===== src/rtl/pipelined_addsub_pkg.sv =====
// Shared definitions for the pipelined adder/subtractor.
//   ADDSUB_WIDTH / ADDSUB_STAGES : default operand width and pipeline depth
//   ADD / SUB                    : encoding of the 'sub' mode input
package pipelined_addsub_pkg;

    localparam int ADDSUB_WIDTH  = 16;
    localparam int ADDSUB_STAGES = 4;

    localparam logic ADD = 1'b0;
    localparam logic SUB = 1'b1;

endpackage


===== src/rtl/pipelined_addsub_chunk.sv =====
// addsub_chunk: CW-bit combinational ripple adder, one per pipeline stage.
//   a, b : chunk operands (b already inverted by the caller for subtract)
//   ci   : carry into the chunk
//   s    : chunk sum
//   co   : carry out of the chunk
module addsub_chunk #(
    parameter int CW = 4
) (
    input  logic [CW-1:0] a,
    input  logic [CW-1:0] b,
    input  logic          ci,
    output logic [CW-1:0] s,
    output logic          co
);

    logic [CW:0] c;

    assign c[0] = ci;

    for (genvar i = 0; i < CW; i++) begin : g_bit
        assign s[i]   = a[i] ^ b[i] ^ c[i];
        assign c[i+1] = (a[i] & b[i]) | (c[i] & (a[i] ^ b[i]));
    end

    assign co = c[CW];

endmodule


===== src/rtl/pipelined_addsub.sv =====
// pipelined_addsub: WIDTH-bit add/subtract split into STAGES carry-chained
// chunks, one chunk per stage, with valid/ready flow control at both ends.
//   clk, rst_n           : clock, asynchronous active-low reset
//   in_valid / in_ready  : operation handshake (a, b, cin, sub)
//   out_valid / out_ready: result handshake (sum, cout, ovf, zero)
// Stage k adds chunk k using the carry registered by stage k-1. Operands
// travel with the operation so later stages still see their chunks, and the
// partial sum grows by one chunk per stage. WIDTH must be a multiple of STAGES.
module pipelined_addsub
    import pipelined_addsub_pkg::*;
#(
    parameter int WIDTH  = ADDSUB_WIDTH,
    parameter int STAGES = ADDSUB_STAGES
) (
    input  logic             clk,
    input  logic             rst_n,
    input  logic             in_valid,
    output logic             in_ready,
    input  logic [WIDTH-1:0] a,
    input  logic [WIDTH-1:0] b,
    input  logic             cin,
    input  logic             sub,
    output logic             out_valid,
    input  logic             out_ready,
    output logic [WIDTH-1:0] sum,
    output logic             cout,
    output logic             ovf,
    output logic             zero
);

    localparam int CW = WIDTH / STAGES;
    localparam int L  = STAGES - 1;

    // Subtract is a + ~b + !cin, so both b and the carry-in are inverted.
    logic [WIDTH-1:0] b_eff;
    logic             c_eff;

    assign b_eff = (sub == SUB) ? ~b : b;
    assign c_eff = (sub == SUB) ? ~cin : cin;

    for (genvar k = 0; k < STAGES; k++) begin : g_stg
        logic             vld_q, ld, src_vld, src_c, co, c_q;
        logic [WIDTH-1:0] src_a, src_b, src_s, nxt_s, a_q, b_q, s_q;
        logic [CW-1:0]    cs;
        logic             unused_lo;

        if (k == 0) begin : g_head
            assign src_vld = in_valid;
            assign src_a   = a;
            assign src_b   = b_eff;
            assign src_s   = '0;
            assign src_c   = c_eff;
        end else begin : g_body
            assign src_vld = g_stg[k-1].vld_q;
            assign src_a   = g_stg[k-1].a_q;
            assign src_b   = g_stg[k-1].b_q;
            assign src_s   = g_stg[k-1].s_q;
            assign src_c   = g_stg[k-1].c_q;
        end

        // A stage may load when it is empty or its content moves on this
        // cycle; this lets bubbles collapse while downstream is stalled.
        if (k == L) begin : g_tail
            assign ld = !vld_q || out_ready;
        end else begin : g_mid
            assign ld = !vld_q || g_stg[k+1].ld;
        end

        addsub_chunk #(.CW(CW)) u_chunk (
            .a  (src_a[k*CW +: CW]),
            .b  (src_b[k*CW +: CW]),
            .ci (src_c),
            .s  (cs),
            .co (co)
        );

        always_comb begin
            nxt_s              = src_s;
            nxt_s[k*CW +: CW]  = cs;
        end

        // Already-consumed operand chunks and the not-yet-computed sum chunk
        // are dead at this stage.
        assign unused_lo = ^{src_a, src_b, src_s};

        always_ff @(posedge clk or negedge rst_n) begin
            if (!rst_n) begin
                vld_q <= 1'b0;
                a_q   <= '0;
                b_q   <= '0;
                s_q   <= '0;
                c_q   <= 1'b0;
            end else if (ld) begin
                vld_q <= src_vld;
                a_q   <= src_a;
                b_q   <= src_b;
                s_q   <= nxt_s;
                c_q   <= co;
            end
        end
    end

    assign in_ready  = g_stg[0].ld;
    assign out_valid = g_stg[L].vld_q;
    assign sum       = g_stg[L].s_q;
    assign cout      = g_stg[L].c_q;

    // Signed overflow: operands (b already inverted for subtract) agree in
    // sign but the result does not.
    assign ovf  = (g_stg[L].a_q[WIDTH-1] == g_stg[L].b_q[WIDTH-1]) &&
                  (g_stg[L].s_q[WIDTH-1] != g_stg[L].a_q[WIDTH-1]);
    // Qualified by out_valid so an idle/reset pipeline reports zero = 0.
    assign zero = out_valid && (g_stg[L].s_q == '0);

    logic unused_out;
    assign unused_out = ^{g_stg[L].a_q[WIDTH-2:0], g_stg[L].b_q[WIDTH-2:0]};

endmodule


===== config.mk =====
export PLATFORM = sky130hd
export DESIGN_NAME = pipelined_addsub
export DESIGN_NICKNAME = d
export VERILOG_FILES = /design/src/rtl/pipelined_addsub_pkg.sv /design/src/rtl/pipelined_addsub_chunk.sv /design/src/rtl/pipelined_addsub.sv
export SDC_FILE = /design/constraint.sdc
export NUM_CORES = 1
export LEC_CHECK = 0
export ABC_AREA = 1
export CORE_ASPECT_RATIO = 1.2
export CORE_MARGIN = 3
export CORE_UTILIZATION = 55
export CTS_CLUSTER_SIZE = 25
export DETAILED_ROUTE_END_ITERATION = 10
export PLACE_DENSITY_LB_ADDON = 0.08
export SETUP_SLACK_MARGIN = 0.05
export SLEW_MARGIN = 0
export SYNTH_ARGS = -nofsm -noshare
export SYNTH_HDL_FRONTEND = slang
export SYNTH_HIERARCHICAL = 1
export SYNTH_SLANG_ARGS = --single-unit

===== constraint.sdc =====
create_clock -name clk -period 2.3 [get_ports clk]
set_input_delay 0.23 -clock clk [delete_from_list [all_inputs] [get_ports clk]]
set_output_delay 0.23 -clock clk [all_outputs]
set_load 0.03 [all_outputs]

==> results of run 1 <==
-- layout by cell type (no fill, tap or decap) --
master | Yosys | layout
nor2_1 | 9 | 9
fa_2 | 0 | 7
nor2_4 | 1 | 2
dfrtp_1 | 98 | 98
clkinv_2 | 0 | 1
buf_12 | 0 | 3
inv_2 | 3 | 8
nand3_2 | 1 | 1
dlygate4sd3_1 | 0 | 1
dlygate4sd2_1 | 0 | 1
clkdlybuf4s50_1 | 0 | 55
clkinv_4 | 0 | 1
clkinvlp_4 | 0 | 1
xor2_2 | 0 | 1
nor3_1 | 1 | 1
o21ai_1 | 0 | 1
xor2_1 | 17 | 16
inv_1 | 48 | 43
buf_4 | 3 | 10
nand3_1 | 29 | 29
fa_1 | 16 | 9
or2_2 | 2 | 2
nand4_1 | 2 | 2
dlymetal6s2s_1 | 0 | 1
bufinv_16 | 0 | 2
nand2_1 | 249 | 249
a21oi_1 | 2 | 2
inv_6 | 0 | 2
clkbuf_8 | 0 | 9
o21ai_0 | 5 | 4
-- worst max-delay path, delay by kind of cell (launching register included) --
family / cells / cell delay, ns
and+or+nand+nor: 1 / 0.05
adders and majority gates: 4 / 1.29
DFF: 1 / 0.41
buffers and inverters: 4 / 0.24
AOI/OAI and AO/OA: 1 / 0.10
-- per-layer routing --
metal / up-vias / track usage
met3: 2 / 0.0386
met4: 0 / 0.0583
met1: 1504 / 0.254
li1: 1627 / -
met2: 83 / 0.327
met5: - / 0
-- metrics by stage --
stage	setup slack (ns)	cell area [um2]	total power, uW
finish	0.123	5400	5370
global placement	-0.331	5150	4120
floorplan	0.0291	4490	3560
detailed placement	-0.384	5150	4190
CTS	0.0601	5380	5410
global route	-0.00596	5400	5790
-- state kept, by name, indices dropped and copies added (netlist names) --
| register | flops |
|---|---|
| g_stg.vld_q | 3 |
| out_valid | 1 |
| cout | 1 |
| g_stg.a_q | 25 |
| sum | 16 |
| g_stg.b_q | 25 |
| g_stg.s_q | 24 |
| g_stg.c_q | 3 |
-- power groups by stage --
stage	sequential (uW)	combinational (uW)	clock, uW
after CTS	2490	1680	1240
after global routing	2550	1920	1320
after floorplan	2720	839	0
after detailed placement	2520	1670	0
after global placement	2500	1620	0
final	2490	1660	1220
-- final timing paths --
path	start	to	slack [ns]
setup reg to reg	g_stg[2].a_q[12]	sum[15]	0.12
hold reg to reg	g_stg[0].b_q[8]	g_stg[1].b_q[8]	0.47
hold / removal	rst_n	sum[1]	0.35
min in group clk	a[11]	g_stg[0].a_q[11]	0.40
max in group asynchronous	rst_n	g_stg[1].a_q[10]	1.32
setup / recovery	g_stg[2].a_q[12]	sum[15]	0.12
-- logic make-up (layout without fill, tap and decap cells) --
| family | Yosys count | count (layout) |
|---|---|---|
| AOI/OAI and AO/OA | 7 | 7 |
| and+or+nand+nor | 295 | 295 |
| DFF | 98 | 98 |
| xor gates and xnor gates | 17 | 17 |
| adders and majority gates | 16 | 16 |
| buffers and inverters | 74 | 138 |
-- timing repair --
| item | CTS | global route |
|---|---|---|
| pin swaps | 0 | 2 |
| endpoints found under the hold margin | 33 | 0 |
| resized for setup | 1 | 9 |
| buffers inserted | 0 | 1 |
| hold buffers | 1 | 0 |
| setup endpoints to repair | 1 | 4 |
-- final cells by class --
class / instances / share of cell area
clock inverter: 7 / 0.0183
inverter: 51 / 0.0354
sequential: 98 / 0.454
clock buffer: 9 / 0.0229
multi-input combinational: 335 / 0.316
timing repair buffer: 71 / 0.133
tap: 92 / 0.0213
==> results.cfg, run 1 <==
[synth]
synthFlopType = dfrtp_1
syn_area_mm2 = 0.00446
synth-compound-area-share = 0.00786
ys_ff_latch = 98
post-synth-top-count-cell = nand2_1
muxShareOfSynthArea = 0
syn_nets = 561
synthArstFlopShare = 1.00
synth_enable_flop_cells = 0
ys_types = 21
ys_warn_count = 6
syn_avg_cell_area_um2 = 8.79
synthAdderAreaFrac = 0.0719
synth_xor_area_frac = 0.0334
synth_top_family_by_area = simple AND/OR/NAND/NOR gates
syn_inst = 507
synthTopCellsByCount = nand2_1 (249), dfrtp_1 (98), inv_1 (48), nand3_1 (29), xor2_1 (17)
synth.area.top_cells = dfrtp_1 (55%), nand2_1 (21%), fa_1 (7.2%)
synth_top_area_frac = 0.550
yosys.area_share.simple = 0.263
ys_seq_area_frac = 0.550
yosysTopAreaCell = dfrtp_1

[sta]
post-route-min-period_ns = 2.18
tightest_slew_ns = 0.660
fin_setup_tns_ns = 0
finalSetupViolations = 0
hold_violations = 0
maxSlewHeadroom = 0.559
rsz0062_at_grt = true
period_share = 0.947
clock_skew_ns = 0.0104
slew_viol_final = 0
fmax_ghz = 0.459
holdWs_ns = 0.351

[min_path]
hp-class = in -> async

[placement]
dpl.hpwl_um = 5640
dp_cells = 645
io_buffers = 58
place_congestion = 0.824

[detailed_routing]
drtPass1Iterations = 4
wl_per_cell_um = 11.9
drt-total-wl_um = 7900
dr.max_layer_used = met4
antenna_left = 0
met3WireLength_um = 356
drc = 0
drtIter0Drc = 140
met2_wirelength_um = 3930
vias_per_cell = 4.85
met1_length_um = 3580
vias = 3216

[floorplan]
start_util = 0.572
die-area_mm2 = 0.00922
core_area_mm2 = 0.00779
boundaryPins = 59
rows = 35
die_w_um = 88.2
die_y_um = 105

[clock_network]
cts_buffer_depth = 2
cts_tree = yes
clk_latency_ns = 0.35
path_clk_slew_ns = 0.10
clkSinkCount = 98
numCtsBuffers = 9
htreeDepth = 3
clockRootBuffer = clkbuf_8

[setup_path]
crit_type = reg -> reg
critical_path_required_ns = 2.57
cp_slowest_stage_delay_ns = 0.41
path_cells = fa_2 > inv_2 > fa_1 > inv_1 > fa_1 > inv_1 > fa_1 > inv_1 > nand2_1 > o21ai_1
crit_path_start_kind = register
cp_slowest_cell = dfrtp_1
end_kind = register
arrival_ns = 2.44
worstPathMaxFanout = 2
r2r_cells = 10

[pwr]
swShare = 0.346
power_density_mw_per_mm2 = 994
intPower_uw = 3510
peakVddDrop_uv = 399
p_leak_uw = 0.00286
seqPwrFrac = 0.463
clock_power_share = 0.227
pwr-share-comb = 0.310
switchingPower_uw = 1860

[finish]
regArea_mm2 = 0.00245
fin_nets = 620
final_core_util = 0.693
drive_above_1_share = 0.0876
multi_input_area_mm2 = 0.00171
antenna_cells = 0
syn2layout_area_growth_pct = 21.3
fillers = 665
final_cells = 663

[job]
cap_violations = 0

[global_route]
antenna_found_initial = 0
grt_use_total = 0.195
grt_pass1_vias = 3199
overflow = 0
grt_max_degree = 47
grt_pass1_wl_um = 14300

[outcome]
outcome = finished clean
Note: power is estimated with default switching activity, not from simulation.
==> inputs of run 2 (changes only) <==
--- a/config.mk
+++ b/config.mk
@@ -13,6 +13,7 @@
 export DETAILED_ROUTE_END_ITERATION = 10
 export PLACE_DENSITY_LB_ADDON = 0.08
 export SETUP_SLACK_MARGIN = 0.05
+export SKIP_LAST_GASP = 1
 export SLEW_MARGIN = 0
 export SYNTH_ARGS = -nofsm -noshare
 export SYNTH_HDL_FRONTEND = slang
==> run 2 against run 1 <==
  * Register-to-register slack about the same
  * Setup slack better by 0.0045 ns
  * Via count down 0.34%
  * Sequential power hardly changed
  * Final cell count unchanged
  * Global-route usage unchanged
  * First-iteration DRC count decreased by 4.3%
  * Routed wire length decreased by 0.16%
  * Final area unchanged
  * Clock skew up 0.00069 ns
  * Clock power hardly changed
  * Die area unchanged
  * Critical endpoint unchanged
  * Largest cell class unchanged
==> results.cfg, run 2 (same netlist as run 1, synthesis figures left out) <==
[sta]
hold_violations = 0
clock_skew_ns = 0.0111
maxSlewHeadroom = 0.559
slew_viol_final = 0
finalSetupViolations = 0
fmax_ghz = 0.460
fin_setup_tns_ns = 0
post-route-min-period_ns = 2.17
period_share = 0.945
tightest_slew_ns = 0.660
rsz0062_at_grt = true

[setup_path]
r2r_slack_ns = 0.13
path_cells = fa_2 > inv_2 > fa_1 > inv_1 > fa_1 > inv_1 > fa_1 > inv_1 > nand2_1 > o21ai_1
critical_path_required_ns = 2.57
cp_slowest_stage_delay_ns = 0.41
critical_path_buf_inv_count = 4
r2r_start = g_stg[2].a_q[12]
crit_path_start_kind = register
cp_top_family = adder cells
r2r_end = sum[15]
worstPathMaxFanout = 2
end_kind = register
arrival_ns = 2.44
crit_type = reg -> reg
r2r_cells = 10
cp_slowest_cell = dfrtp_1

[floorplan]
core_area_mm2 = 0.00779
die-area_mm2 = 0.00922
rows = 35
die_w_um = 88.2
die_y_um = 105
boundaryPins = 59
start_util = 0.572

[clock_network]
numCtsBuffers = 9
clk_latency_ns = 0.35
path_clk_slew_ns = 0.09
cts_tree = yes
htreeDepth = 3
clkSinkCount = 98
clockRootBuffer = clkbuf_8
cts_buffer_depth = 2

[placement]
io_buffers = 58
dp_cells = 645
dpl.hpwl_um = 5640
place_congestion = 0.824

[outcome]
outcome = finished clean

[global_route]
antenna_found_initial = 0
grt_max_degree = 47
grt_use_total = 0.195
overflow = 0
grt_pass1_vias = 3199
grt_pass1_wl_um = 14300

[pwr]
power_density_mw_per_mm2 = 994
swShare = 0.346
peakVddDrop_uv = 400
clock_power_share = 0.227
switchingPower_uw = 1860
seqPwrFrac = 0.464
pwr-share-comb = 0.310
p_leak_uw = 0.00286
fin_total_pwr_uw = 5370
intPower_uw = 3510

[finish]
reg.largest.list = g_stg.a_q x25, g_stg.b_q x25, g_stg.s_q x24
drive_above_1_share = 0.0876
fin_nets = 620
multi_input_area_mm2 = 0.00171
regArea_mm2 = 0.00245
antenna_cells = 0
fillers = 665
layout_common_cells = nand2_1 (249), dfrtp_1 (98), clkdlybuf4s50_1 (55)
final_cells = 663
layout_commonest_cell = nand2_1
syn2layout_area_growth_pct = 21.3

[detailed_routing]
antenna_left = 0
drc = 0
drtIter0Drc = 134
vias_per_cell = 4.83
met3WireLength_um = 331
met2_wirelength_um = 3930
drtPass1Iterations = 4
met1_length_um = 3590
dr.max_layer_used = met4
drt-total-wl_um = 7890
vias = 3205
wl_per_cell_um = 11.9

[min_path]
hp-class = in -> async

[job]
cap_violations = 0
## run 2: cell counts in the layout (fill, tap and decap cells not counted)
Identical to the previous run, type by type.
## run 2: layer usage
layer,GRT usage,vias up
met5,0,-
met3,0.0386,2
li1,-,1629
met4,0.0583,0
met1,0.254,1501
met2,0.327,73
## run 2: layout make-up
| type | instances | area share |
|---|---|---|
| Tap cell | 92 | 0.0213 |
| Sequential cell | 98 | 0.454 |
| Clock inverter | 7 | 0.0183 |
| Timing Repair Buffer | 71 | 0.133 |
| Inverter | 51 | 0.0354 |
| Multi-Input combinational cell | 335 | 0.316 |
| Clock buffer | 9 | 0.0229 |
## run 2: worst register-to-register path, stage by stage, from the launching register on
cell and delay (ns):
dfrtp_1 0.41, fa_2 0.39, inv_2 0.06, fa_1 0.15, inv_1 0.05, fa_1 0.35, inv_1 0.07, fa_1 0.40
inv_1 0.06, nand2_1 0.05, o21ai_1 0.10
## run 2: power by group through the flow
stage	registers [uW]	logic, uW	clock network (uW)
after CTS	2490	1680	1240
after floorplan	2720	839	0
after detailed placement	2520	1670	0
after global routing	2550	1920	1320
after global placement	2500	1620	0
final	2490	1660	1220
## run 2: metrics by stage
stage / utilization / worst slack, ns / hold WS, ns / cell area [um2]
2_1_floorplan: - / 0.0291 / -0.0656 / 4490
3_3_place_gp: 0.661 / -0.331 / 0.209 / 5150
3_5_place_dp: 0.661 / -0.384 / 0.212 / 5150
4_1_cts: 0.691 / 0.0601 / 0.356 / 5380
5_1_grt: 0.693 / -0.00663 / 0.376 / 5400
6_report: 0.693 / 0.127 / 0.350 / 5400
## run 2: how the worst max path moves through the flow
stage	slack, ns	start	to	cells after the start
detailed placement	-0.38	sub	g_stg[0].s_q[3]	12
global route	-0.007	g_stg[2].b_q[12]	sum[15]	10
global placement	-0.33	sub	g_stg[0].s_q[3]	12
finish	0.13	g_stg[2].a_q[12]	sum[15]	10
CTS	0.06	g_stg[0].a_q[4]	g_stg[1].s_q[7]	10
floorplan	0.03	sub	g_stg[0].s_q[3]	13
## run 2: timing repair
action / CTS / global route
pin swaps: 0 / 1
resized for setup: 1 / 9
endpoints found under the hold margin: 33 / 0
hold buffers: 1 / 0
setup buffers: 0 / 1
cloned: 0 / 0
endpoints found under the setup margin: 1 / 4
==> patch 1: new RTL, flow settings as in run 1 <==
Put a register stage on the output `ovf`, cleared by the reset. The value now appears one clock later. The other outputs are not delayed to match.
--- a/src/rtl/pipelined_addsub.sv
+++ b/src/rtl/pipelined_addsub.sv
@@ -107,8 +107,13 @@
 
     // Signed overflow: operands (b already inverted for subtract) agree in
     // sign but the result does not.
-    assign ovf  = (g_stg[L].a_q[WIDTH-1] == g_stg[L].b_q[WIDTH-1]) &&
-                  (g_stg[L].s_q[WIDTH-1] != g_stg[L].a_q[WIDTH-1]);
+    always_ff @(posedge clk or negedge rst_n) begin
+        if (!rst_n) begin
+            ovf <= '0;
+        end else begin
+            ovf <= (g_stg[L].a_q[WIDTH-1] == g_stg[L].b_q[WIDTH-1]) && (g_stg[L].s_q[WIDTH-1] != g_stg[L].a_q[WIDTH-1]);
+        end
+    end
     // Qualified by out_valid so an idle/reset pipeline reports zero = 0.
     assign zero = out_valid && (g_stg[L].s_q == '0);
 
Formal check against the unedited RTL: not equivalent (Yosys sat finds a counterexample within 10 cycles, from zero or initial values and one cycle with rst_n low).
==> patch 1 against run 1 <==
Clock skew down 0.00081 ns; worst setup slack better by 0.011 ns; synthesized cell count up 0.20%; wire length about the same; sequential cell count up 1; hold slack better by 0.039 ns; non-clock buffer count unchanged; synthesized area up 0.56%; die area up 0.52%; final area up 0.44%; power up 0.16%; global-route usage down 1.0 points; cell count up 0.15%; largest cell class unchanged; highest routed layer unchanged.
==> patch 1: results (changes against run 1) <==
status=finished clean (unchanged); met1 wire length=3540 microns (was 3580 microns); Final #Nets=621 (was 620); largest net degree at the start of global routing=42 (was 47); Post-DP Area=5160 sq um (was 5150 sq um); xor/xnor cell area share of the yosys netlist=3.32% (was 3.34%); vias in the first global route=3002 (was 3199); post-synthesis sequential area ratio=55.3% (was 55.0%); overall routing resource usage=18.5% (was 19.5%); Commonest cells post-synth=249 x nand2_1, 99 x dfrtp_1, 48 x inv_1 (was 249 x nand2_1, 98 x dfrtp_1, 48 x inv_1); adder-cell area share of the yosys netlist=7.15% (was 7.19%); Crit path arrival time=2.46 ns (was 2.44 ns); crit path max-delay cell type=fa_1 (was dfrtp_1); first-pass GRT wire length=13500 microns (was 14300 microns); final setup skew=0.00955 ns (was 0.0104 ns); DPL Wire Length=5770 microns (was 5640 microns); DR WL met2=3960 microns (was 3930 microns); ranking of synthesized cells by area=dfrtp_1 55%, nand2_1 21%, fa_1 7.1% (was dfrtp_1 55%, nand2_1 21%, fa_1 7.2%); Max VDD drop=0.000380 V (was 0.000399 V); Slew headroom=56.3% (was 55.9%); drt initial violations=119 (was 140); Placer Congestion=0.779 (was 0.824); Synth Area in Compound Gates=0.782% (was 0.786%); DRT Pass-1 Iters=5 (was 4); # fillers=648 (was 665)
-- patch 1: cell types whose count changed after synthesis, sizes merged --
cell          run 1  this run
dfrtp            98        99
-- patch 1: through the flow --
stage / TNS [ns] / setup slack [ns] / instances / power [mW] / hold WS [ns]
floorplan: 0 / 0.0291 / 508 / 3.58 / -0.0656
global route: 0 / 0.0200 / 664 / 5.77 / 0.418
CTS: 0 / 0.0516 / 663 / 5.42 / 0.399
global placement: -0.507 / -0.324 / 645 / 4.14 / 0.245
finish: 0 / 0.133 / 664 / 5.38 / 0.390
detailed placement: -0.798 / -0.420 / 645 / 4.20 / 0.245
-- patch 1: layout make-up --
type	instances	area [sq um]	share of cell area, %
clock buffer	12	145	2.67
multi-input combinational	335	1720	31.7
timing repair buffer	71	707	13.0
sequential	99	2480	45.6
clock inverter	4	73.8	1.36
tap	92	115	2.12
inverter	51	191	3.53
-- patch 1: kinds of logic after synthesis --
logic type / after synthesis
AOI/OAI and AO/OA: 7
buffers and inverters: 74
DFF: 99
and+or+nand+nor: 295
adders and majority gates: 16
xor gates and xnor gates: 17
-- patch 1: report_power, final --
group          switching (mW)  leakage [nW]  total (mW)  internal (mW)
clock network           0.561         0.111        1.21          0.644
registers               0.301          1.19        2.52           2.22
logic                   0.961          1.58        1.66          0.695
-- patch 1: layer usage --
| metal | vias to the layer above | GRT usage, % |
|---|---|---|
| li1 | 1626 | - |
| met1 | 1474 | 24.0 |
| met2 | 70 | 30.9 |
| met3 | 9 | 3.71 |
| met4 | 0 | 5.83 |
| met5 | - | 0 |
-- patch 1: worst paths after layout --
| path | from | endpoint | slack, ns | depth (start not counted) |
|---|---|---|---|---|
| worst max-delay path | g_stg[1].a_q[8] | g_stg[2].s_q[11] | 0.13 | 10 |
| worst min register to register | g_stg[1].b_q[12] | g_stg[2].b_q[12] | 0.48 | 2 |
| worst min-delay path | rst_n | sum[2] | 0.39 | 2 |
| max in group asynchronous | rst_n | g_stg[3].a_q[15] | 1.26 | 3 |
| min in group clk | a[15] | g_stg[0].a_q[15] | 0.41 | 3 |
| worst max register to register | g_stg[1].a_q[8] | g_stg[2].s_q[11] | 0.13 | 10 |
-- patch 1: timing repair --
item	CTS	global route
hold buffers	1	0
setup endpoints to repair	2	4
setup buffers	1	1
cloned	0	0
endpoints found under the hold margin	39	0
pin swaps	1	3
gates resized for setup	2	12
-- patch 1: worst reg2reg max path, cell delays in order (launching register included) --
cell	delay, ns
dfrtp_1	0.41
fa_2	0.39
inv_2	0.06
fa_2	0.17
inv_1	0.04
fa_1	0.35
inv_1	0.08
fa_1	0.42
inv_1	0.07
nand2_1	0.06
nand2_1	0.07
==> patch 2: new RTL, config.mk and constraints of run 1 <==
Made on the original files. The package constant `ADDSUB_WIDTH` goes from 16 to 32.
--- a/src/rtl/pipelined_addsub_pkg.sv
+++ b/src/rtl/pipelined_addsub_pkg.sv
@@ -3,7 +3,7 @@
 //   ADD / SUB                    : encoding of the 'sub' mode input
 package pipelined_addsub_pkg;
 
-    localparam int ADDSUB_WIDTH  = 16;
+    localparam int ADDSUB_WIDTH  = 32;
     localparam int ADDSUB_STAGES = 4;
 
     localparam logic ADD = 1'b0;
Ports: changed (resized a, b and sum); port bits go from 59 to 107. The function was not compared with the original's and may differ.
==> patch 2 against run 1 <==
The run now ends with setup timing left; cell count grew 82%; final area grew 89%; wire length grew 100%; first-iteration DRC count grew to 3.2 times the old value; non-clock buffer count grew 54; power grew 100%; sequential power grew 90%; sequential cell count grew 88; global-route usage grew 1.0 points; worst setup slack lost 1.4 ns; synthesized area grew 86%; critical path type unchanged; largest power group unchanged; highest routed layer unchanged.
==> patch 2: results (changes against run 1) <==
drt via density=4.77 (was 4.85); total CTS buffers=17 (was 9); H-tree levels=4 (was 3); Max VDD drop=0.000547 V (was 0.000399 V); adder-cell area share of the yosys netlist=7.73% (was 7.19%); proportion of synthesized area in mux cells=0.408% (was 0%); DRT Pass-1 Iters=5 (was 4); Synth Area in Compound Gates=4.83% (was 0.786%); vias in the first global route=5574 (was 3199); ranking of synthesized cells by area=dfrtp_1 56%, nand2_1 14%, fa_1 7.7% (was dfrtp_1 55%, nand2_1 21%, fa_1 7.2%); DPL Wire Length=10600 microns (was 5640 microns); Crit path arrival time=3.89 ns (was 2.44 ns); vias=5765 (was 3216); first-pass GRT wire length=27600 microns (was 14300 microns); post-synthesis sequential area ratio=56.2% (was 55.0%); Largest regs=g_stg.a_q (49), g_stg.b_q (49), g_stg.s_q (48) (was g_stg.a_q (25), g_stg.b_q (25), g_stg.s_q (24)); Tightest Hold Check Type=in -> reg (was in -> async); Commonest cells post-synth=312 x nand2_1, 186 x dfrtp_1, 97 x inv_1 (was 249 x nand2_1, 98 x dfrtp_1, 48 x inv_1); final setup skew=0.0104 ns (about the same); placed cell count=1173 (was 645); Final #Nets=1097 (was 620); drt initial violations=444 (was 140); Worst-Skew Late Latency=0.43 ns (was 0.35 ns); Post-Synthesis Cells=900 (was 507); xor/xnor cell area share of the yosys netlist=3.49% (was 3.34%); largest net degree at the start of global routing=84 (was 47); Placer Congestion=0.766 (was 0.824); failing checks=setup timing; status=complete, but fails checks (was finished clean); # fillers=1155 (was 665); Setup Viol. Count Final=19 (was 0); overall routing resource usage=20.6% (was 19.5%); P_sw=3.77 mW (was 1.86 mW); Root Buffer=clkbuf_16 (was clkbuf_8); Final Worst Setup Slack=-1.24 ns (was 0.123 ns); drt total wl=15900 microns (was 7900 microns); starting density of the core=56.8% (was 57.2%); Mapped Nets=1002 (was 561); # port buffers=106 (was 58)
-- patch 2: cell types whose count changed after synthesis, sizes merged, moves of 12 or more --
| cell | before | now |
|---|---|---|
| buf | 15 | 27 |
| o21ai | 5 | 53 |
| nand2 | 249 | 313 |
| xor2 | 17 | 33 |
| nor2 | 11 | 44 |
| nand3 | 30 | 61 |
| fa | 16 | 32 |
| inv | 51 | 98 |
| a21oi | 2 | 27 |
| dfrtp | 98 | 186 |
| clkbuf | 8 | 22 |
-- patch 2: power groups by stage --
stage | clock network (mW) | logic, mW | registers (mW)
finish | 2.87 | 3.27 | 4.72
global route | 3.07 | 3.70 | 4.84
CTS | 2.93 | 3.27 | 4.72
detailed placement | 0 | 3.22 | 4.78
global placement | 0 | 3.17 | 4.75
floorplan | 0 | 1.60 | 5.14
-- patch 2: path summary, 6_finish.rpt --
check	startpoint	to	slack, ns	cells after the start
worst max-delay path	g_stg[1].a_q[16]	g_stg[2].s_q[23]	-1.24	14
worst min-delay path	in_valid	g_stg[0].vld_q	0.32	3
worst max register to register	g_stg[1].a_q[16]	g_stg[2].s_q[23]	-1.24	14
max in group asynchronous	rst_n	g_stg[0].a_q[11]	1.24	3
min in group asynchronous	rst_n	sum[17]	0.35	2
worst min register to register	g_stg[0].b_q[20]	g_stg[1].b_q[20]	0.47	2
-- patch 2: metrics by stage --
step	power [mW]	utilization (%)	instance area (sq um)	worst slack (ns)	TNS, ns
after CTS	10.9	70.1	10200	-1.25	-13.99
after global placement	7.92	65.7	9590	-1.55	-17.05
final	10.9	70.2	10200	-1.24	-13.91
after global routing	11.6	70.2	10200	-1.38	-15.87
after floorplan	6.74	-	8380	-1.30	-14.22
after detailed placement	8.00	65.7	9590	-1.60	-17.99
-- patch 2: logic make-up after synthesis --
group,after synthesis
xor gates and xnor gates,33
DFF,186
AOI/OAI and AO/OA,80
adders and majority gates,32
muxes,3
and+or+nand+nor,419
buffers and inverters,147
-- patch 2: cell type report --
| type | instances | area share [%] |
|---|---|---|
| sequential | 186 | 45.5 |
| clock buffer | 17 | 4.15 |
| inverter | 98 | 3.59 |
| timing repair buffer | 125 | 12.2 |
| tap | 200 | 2.44 |
| multi-input combinational | 567 | 30.5 |
| clock inverter | 15 | 1.58 |
-- patch 2: routing by layer --
layer,part of all wire (%),vias to the layer above,global-route usage (%)
li1,-,2936,-
met1,50,2656,32.2
met2,45,160,29.5
met3,4.7,13,4.28
met4,1.1,0,5.49
met5,0,-,0
-- patch 2: repair_timing --
item	in CTS	in global routing
buffers inserted	2	0
resized for setup	20	11
pin swaps	5	3
endpoints found under the hold margin	59	0
endpoints found under the setup margin	21	21
gates cloned	0	0
hold buffers	1	0
